[src/rtl/ex_mem_skid_reg.sv]
// EX->MEM pipeline register with a two-entry skid buffer, flush and x0-write suppression.
// in_ready comes from registered occupancy only, so there is no combinational path from out_ready.
module ex_mem_skid_reg #(
  parameter int REG_AW   = 5,
  parameter int DATA_W   = 32,
  parameter int ADDR_W   = 32,
  parameter int ALUOP_W  = 8,
  parameter int ZERO_SUP = 1
) (
  input  logic               clk,
  input  logic               rst,
  input  logic               flush,
  input  logic               in_valid,
  output logic               in_ready,
  input  logic [REG_AW-1:0]  ex_wd,
  input  logic               ex_wreg,
  input  logic [DATA_W-1:0]  ex_data,
  input  logic [ADDR_W-1:0]  mem_addr_i,
  input  logic [ALUOP_W-1:0] aluop_i,
  output logic               out_valid,
  input  logic               out_ready,
  output logic [REG_AW-1:0]  mem_wd,
  output logic               mem_wreg,
  output logic [DATA_W-1:0]  mem_data,
  output logic [ADDR_W-1:0]  mem_addr_o,
  output logic [ALUOP_W-1:0] aluop_o,
  output logic [1:0]         occ
);

  typedef enum logic [1:0] {
    EMPTY = 2'd0,
    ONE   = 2'd1,
    FULL  = 2'd2
  } state_t;

  typedef struct packed {
    logic [REG_AW-1:0]  wd;
    logic               wreg;
    logic [DATA_W-1:0]  data;
    logic [ADDR_W-1:0]  addr;
    logic [ALUOP_W-1:0] aluop;
  } entry_t;

  state_t state, state_n;
  entry_t main_q, main_n;
  entry_t skid_q, skid_n;
  entry_t in_entry;
  logic   accept;
  logic   pop;

  assign in_ready  = rst & (state != FULL);
  assign out_valid = (state != EMPTY);
  assign accept    = in_valid & in_ready;
  assign pop       = out_valid & out_ready;

  // A write to x0 is captured as a non-writing beat so MEM/WB never needs to re-check wd.
  always_comb begin
    in_entry.wd    = ex_wd;
    in_entry.wreg  = ex_wreg & ((ZERO_SUP == 0) | (ex_wd != '0));
    in_entry.data  = ex_data;
    in_entry.addr  = mem_addr_i;
    in_entry.aluop = aluop_i;
  end

  // NOTE: every combinational output gets a default first; a path that leaves one unassigned infers a latch.
  always_comb begin
    state_n = state;
    main_n  = main_q;
    skid_n  = skid_q;
    unique case (state)
      EMPTY: begin
        if (accept) begin
          main_n  = in_entry;
          state_n = ONE;
        end
      end
      ONE: begin
        if (accept && pop) begin
          main_n = in_entry;
        end else if (accept) begin
          skid_n  = in_entry;
          state_n = FULL;
        end else if (pop) begin
          main_n  = '0;
          state_n = EMPTY;
        end
      end
      FULL: begin
        if (pop) begin
          main_n  = skid_q;
          skid_n  = '0;
          state_n = ONE;
        end
      end
      default: begin
        main_n  = '0;
        skid_n  = '0;
        state_n = EMPTY;
      end
    endcase
    // Flush overrides every other event, including a same-cycle accept or pop.
    if (flush) begin
      main_n  = '0;
      skid_n  = '0;
      state_n = EMPTY;
    end
  end

  // NOTE: sequential state uses non-blocking assignments so all registers update from pre-edge values.
  // NOTE: the data registers are reset too, because empty slots must read back as zero.
  always_ff @(posedge clk or negedge rst) begin
    if (!rst) begin
      state  <= EMPTY;
      main_q <= '0;
      skid_q <= '0;
    end else begin
      state  <= state_n;
      main_q <= main_n;
      skid_q <= skid_n;
    end
  end

  assign mem_wd     = main_q.wd;
  assign mem_wreg   = main_q.wreg & out_valid;
  assign mem_data   = main_q.data;
  assign mem_addr_o = main_q.addr;
  assign aluop_o    = main_q.aluop;
  assign occ        = state;

endmodule

[config.mk]
export PLATFORM = sky130hd
export DESIGN_NAME = ex_mem_skid_reg
export DESIGN_NICKNAME = d
export VERILOG_FILES = /design/src/rtl/ex_mem_skid_reg.sv
export SDC_FILE = /design/constraint.sdc
export NUM_CORES = 1
export LEC_CHECK = 0
export BUFFER_PORTS_ARGS = -buffer_cell sky130_fd_sc_hd__clkbuf_2
export CAP_MARGIN = 10
export CORE_UTILIZATION = 30
export DETAILED_ROUTE_END_ITERATION = 6
export PLACE_DENSITY = 0.58
export SLEW_MARGIN = 20
export SYNTH_ARGS = -nofsm -noshare
export SYNTH_HDL_FRONTEND = slang
export SYNTH_SLANG_ARGS = --single-unit
[constraint.sdc]
create_clock -name clk -period 1.8 [get_ports clk]
set_input_delay 0.36 -clock clk [delete_from_list [all_inputs] [get_ports clk]]
set_output_delay 0.36 -clock clk [all_outputs]
set_load 0.05 [all_outputs]
Yosys cells after proc, flatten, opt, wreduce, memory -nomap -nowiden --
Index checks and enable logic that the tools add are counted.
Storage, ports and cells: output and inout bits 82, register bits 158, input bits 83
Cells by class: mux-type cells 17, bitwise operators 5, reduce and logical (&&, ||, !) cells 7, eq/ne operators 11
Operator list (number):
- 78-bit two-way mux | 8
- 78-bit case mux with 3 select lines | 2
- 2-bit two-way mux | 6
- 3-bit != test, second input constant | 4
- 4-bit != test, second input constant | 3
- 4-bit AND reduction | 3
- 2-bit case mux with 3 select lines | 1
- 1-bit bitwise AND | 5
- 5-bit nonzero test | 1
- 2-bit != test, second input constant | 2
- 2-bit by 1-bit == test with 1-bit output, second input constant | 1
- 2-bit == test, second input constant | 1
- 2-bit logical NOT | 1
- 2-bit nonzero test | 1
- 1-bit logical AND | 1

Depth between registers and ports, before layout --
word-level depth 7, depth in mapped cells 8

Worst setup path after synthesis --
OpenSTA, ideal clock, no wires.
kind register to output, from register state[0], in the netlist occ[0], to output in_ready, stages on the path, launching flop included 6, arrival 1.975 ns, buffers on the path 3, required time 1.440 ns, slack -0.535 ns, path through dfrtp_1 > buf_2 > nor2b_1 > buf_2 > buf_1 > nor2b_1
On the way: word-level cells in the longest chain between the ends 2
RTL lines:
- from (decl) | line 44 | state_t state, state_n;
- from (signal assigned) | line 117 | state <= state_n;
- 2-bit != test | line 51 | assign in_ready = rst & (state != FULL);
- 1-bit bitwise AND | line 51
- to (decl) | line 14 | output logic in_ready,
No other way between the ends.

Worst setup path in the final report --
from register state[1], in the netlist occ[1], to output mem_wreg
On the way: word-level cells in the longest chain between the ends 2
RTL lines:
- 2-bit nonzero test | line 52 | assign out_valid = (state != EMPTY);
- 1-bit bitwise AND | line 124 | assign mem_wreg = main_q.wreg & out_valid;
- to (decl) | line 23 | output logic mem_wreg,
No other way between the ends.

==> out/metrics.csv <==
stage,metric,value,unit
timing,setup ws final,-0.0320,ns
clock_network,"Reg clk slew, reported paths",0.07,ns
hold_path,Hold WC Path Type,in -> async,
detailed_routing,routed wl met3,962,um
critical_path,Setup crit end kind,output pin,
placement,count of input and output buffers,164,
pwr,Max VDD drop,0.419,mV
finish,layout overhead on the synthesized area,25.4,%
finish,layout cells sized above 1,0.275,
yosys,post-synthesis sequential area ratio,0.476,
yosys,YS warnings,0,
outcome,failing checks,"hold timing, setup timing",
yosys,"EDFF count, synth",0,
timing,Final min period,1.83,ns
critical_path,"Data required, critical path",1.44,ns
yosys,Yosys top cell by area,dfrtp_1,
detailed_routing,post-DR wirelength/cell,16.7,um
timing,Final Skew,0.00926,ns
critical_path,CP top delay family,flip-flops,
global_route,GRT overflow,0,
clock_network,total CTS buffers,17,
placement,Final HPWL DP,14.0,mm
clock_network,H-Tree Depth,4,
floorplanning,die width,168,um
outcome,status,finished with violations,
global_route,total global-route track usage,0.159,
timing,Final period util,1.02,
yosys,top-area cell type share of the netlist area,0.476,
yosys,ranking of synthesized cells by area,"dfrtp_1 (48%), mux2i_1 (16%), buf_4 (7.5%)",
global_route,largest net degree at the start of global routing,89,
critical_path,worst-path cell chain,or2_4 -> and2_4 -> buf_12,
clock_network,Root Buffer,clkbuf_16,
timing,"Hold Violations, Final",3,
detailed_routing,final antenna-violating net count,0,
finish,Layout Utilization,0.385,
clock_network,clock tree buffer depth,2,
critical_path,CP startpoint kind,register,
floorplanning,die height,168,um
timing,count of final setup violators,5,
placement,Placed Cells,1305,
finish,fin nets,1092,
detailed_routing,met2 wire len,10.5,mm
yosys,number of synthesized register bits,158,
finish,"Cell Count, Final, Fillers Out",1363,
yosys,Netlist cell types,37,
detailed_routing,routed vias,6351,
clock_network,clock tree from TritonCTS,yes,
critical_path,Buf/Inv on CP,1,
yosys,Synth top cells by count,"dfrtp_1 (158), nand2_1 (158), mux2i_1 (129)",
floorplanning,initial core utilization,0.307,
clock_network,Worst-Skew Late Latency,0.42,ns
clock_network,clock net sink count,158,
detailed_routing,Starting DRT DRC Count,275,
critical_path,crit path DAT,1.47,ns
global_route,global-route wire length before repair,35.2,mm
floorplanning,core area,0.0270,mm2
floorplanning,Die Area,0.0283,mm2
detailed_routing,Vias/cell,4.66,
critical_path,crit path kind,reg -> out,
global_route,vias in the first global route,6305,
pwr,P per Cell Area,919,mW/mm2
detailed_routing,final wirelength,22.8,mm
timing,Pins Over Slew Limit,0,
timing,max-slew headroom at the worst pin,0.670,
yosys,Synth Flop Type,dfrtp_1,
global_route,initial antenna violation count,0,
job,total of max-cap violations,0,
critical_path,CP max stage delay,0.50,ns
placement,Final Wtd Congestion,0.729,
detailed_routing,uppermost routed layer,met4,
timing,hold_ws,-0.00988,ns
yosys,syn nets,983,
yosys,Synth async-reset ratio,1.00,
pwr,post-layout power,9.57,mW
yosys,syn_area_per_cell,9.22,um2
timing,Worst Tran Pin Value,0.495,ns
floorplanning,io pins,165,
detailed_routing,met1 wire length,11.2,mm
critical_path,Crit Path Max Fanout,5,
clock_network,CTS Hold Buffers Added,0,
critical_path,Slowest cell on crit path,dfrtp_4,
floorplanning,Cell Rows,60,
yosys,Syn Inst Count,900,
yosys,Netlist Area Pre-Place,0.00830,mm2
detailed_routing,drt pass-1 iters,5,
timing,peak clock frequency supported by timing,546,MHz
pwr,static leakage,4.87,nW
timing,RSZ-0062 raised after global routing,true,
detailed_routing,Post-route DRC,0,
## report_power, final
part	switching [mW]	total [mW]	internal, mW
sequential	0.106	3.84	3.74
combinational	1.18	1.80	0.620
clock	1.49	3.92	2.44
total	2.77	9.57	6.79
## cell type report
type                    instances  area [um2]
diodes                          1        2.50
multi-input cells             528        3280
repair buffers                227        1820
clock inverters                 9         158
well taps                     341         427
clock buffers                  22         474
fillers                      2715       16600
inverters                      77         289
flip-flops and latches        158        3960
## state kept, by name, indices dropped and copies added, names as in the netlist
register and flops:
skid_q 78, mem_addr_o 32, mem_data 32, aluop_o 8, mem_wd 5, occ 2, main_q 1
## worst paths after layout
check | startpoint | end | slack [ns] | cells after the start
min reg2reg | mem_data[9]$_DFFE_PN0P_ | mem_data[9]$_DFFE_PN0P_ | 0.48 | 2
min in group clk | mem_addr_i[18] | skid_q[26]$_DFFE_PN0P_ | 0.17 | 3
max | occ[1]$_DFFE_PN0P_ | mem_wreg | -0.03 | 3
max in group asynchronous | rst | occ[1]$_DFFE_PN0P_ | 0.91 | 3
min | rst | skid_q[37]$_DFFE_PN0P_ | -0.01 | 2
max reg2reg | occ[1]$_DFFE_PN0P_ | main_q[72]$_DFFE_PN0P_ | -0.02 | 5
## kinds of logic (layout without fill, tap and decap cells)
logic type,after synthesis,in the layout,share of synthesized area
flops,158,158,0.476
simple gates,231,231,0.112
compound gates,167,167,0.113
other cells,0,1,0
buf+inv,214,335,0.142
mux,130,130,0.157
## through the flow
stage               cell area [um2]  worst slack [ns]  TNS (ns)
floorplan                      8320           -0.0290   -0.0290
global placement               9220           -0.0201    -0.494
detailed placement             9220           -0.0869     -2.30
CTS                           10000           -0.0589    -0.995
global route                  10400           -0.0760     -3.59
finish                        10400           -0.0320   -0.0806
## cells in the final DEF, fill, tap and decap left out, types with 3 or more instances in the layout
cell type | synthesis | routed
clkbuf_2 | 1 | 158
dfrtp_1 | 158 | 156
nand2_1 | 158 | 152
mux2i_1 | 129 | 129
inv_1 | 77 | 77
a21oi_1 | 55 | 54
nor2_1 | 54 | 53
o21ai_1 | 10 | 48
o21ai_0 | 69 | 30
a22oi_1 | 25 | 25
clkbuf_16 | 0 | 25
buf_4 | 83 | 20
buf_12 | 0 | 18
buf_6 | 3 | 15
nand2_2 | 0 | 6
buf_8 | 0 | 6
bufinv_16 | 0 | 4
clkbuf_8 | 0 | 3
## repair_timing
item / CTS / global route
setup buffers: 11 / 4
setup endpoints to repair: 73 / 143
resized for setup: 21 / 72
cloned: 1 / 10
hold endpoints to repair: 0 / 0
pin swaps: 3 / 4
## per-layer routing
layer  up-vias  global-route usage
li1       3098                   -
met1      3094               0.219
met2       148               0.254
met3        11              0.0327
met4         0              0.0399
met5         -                   0
Power figures use the tool's default switching activity.
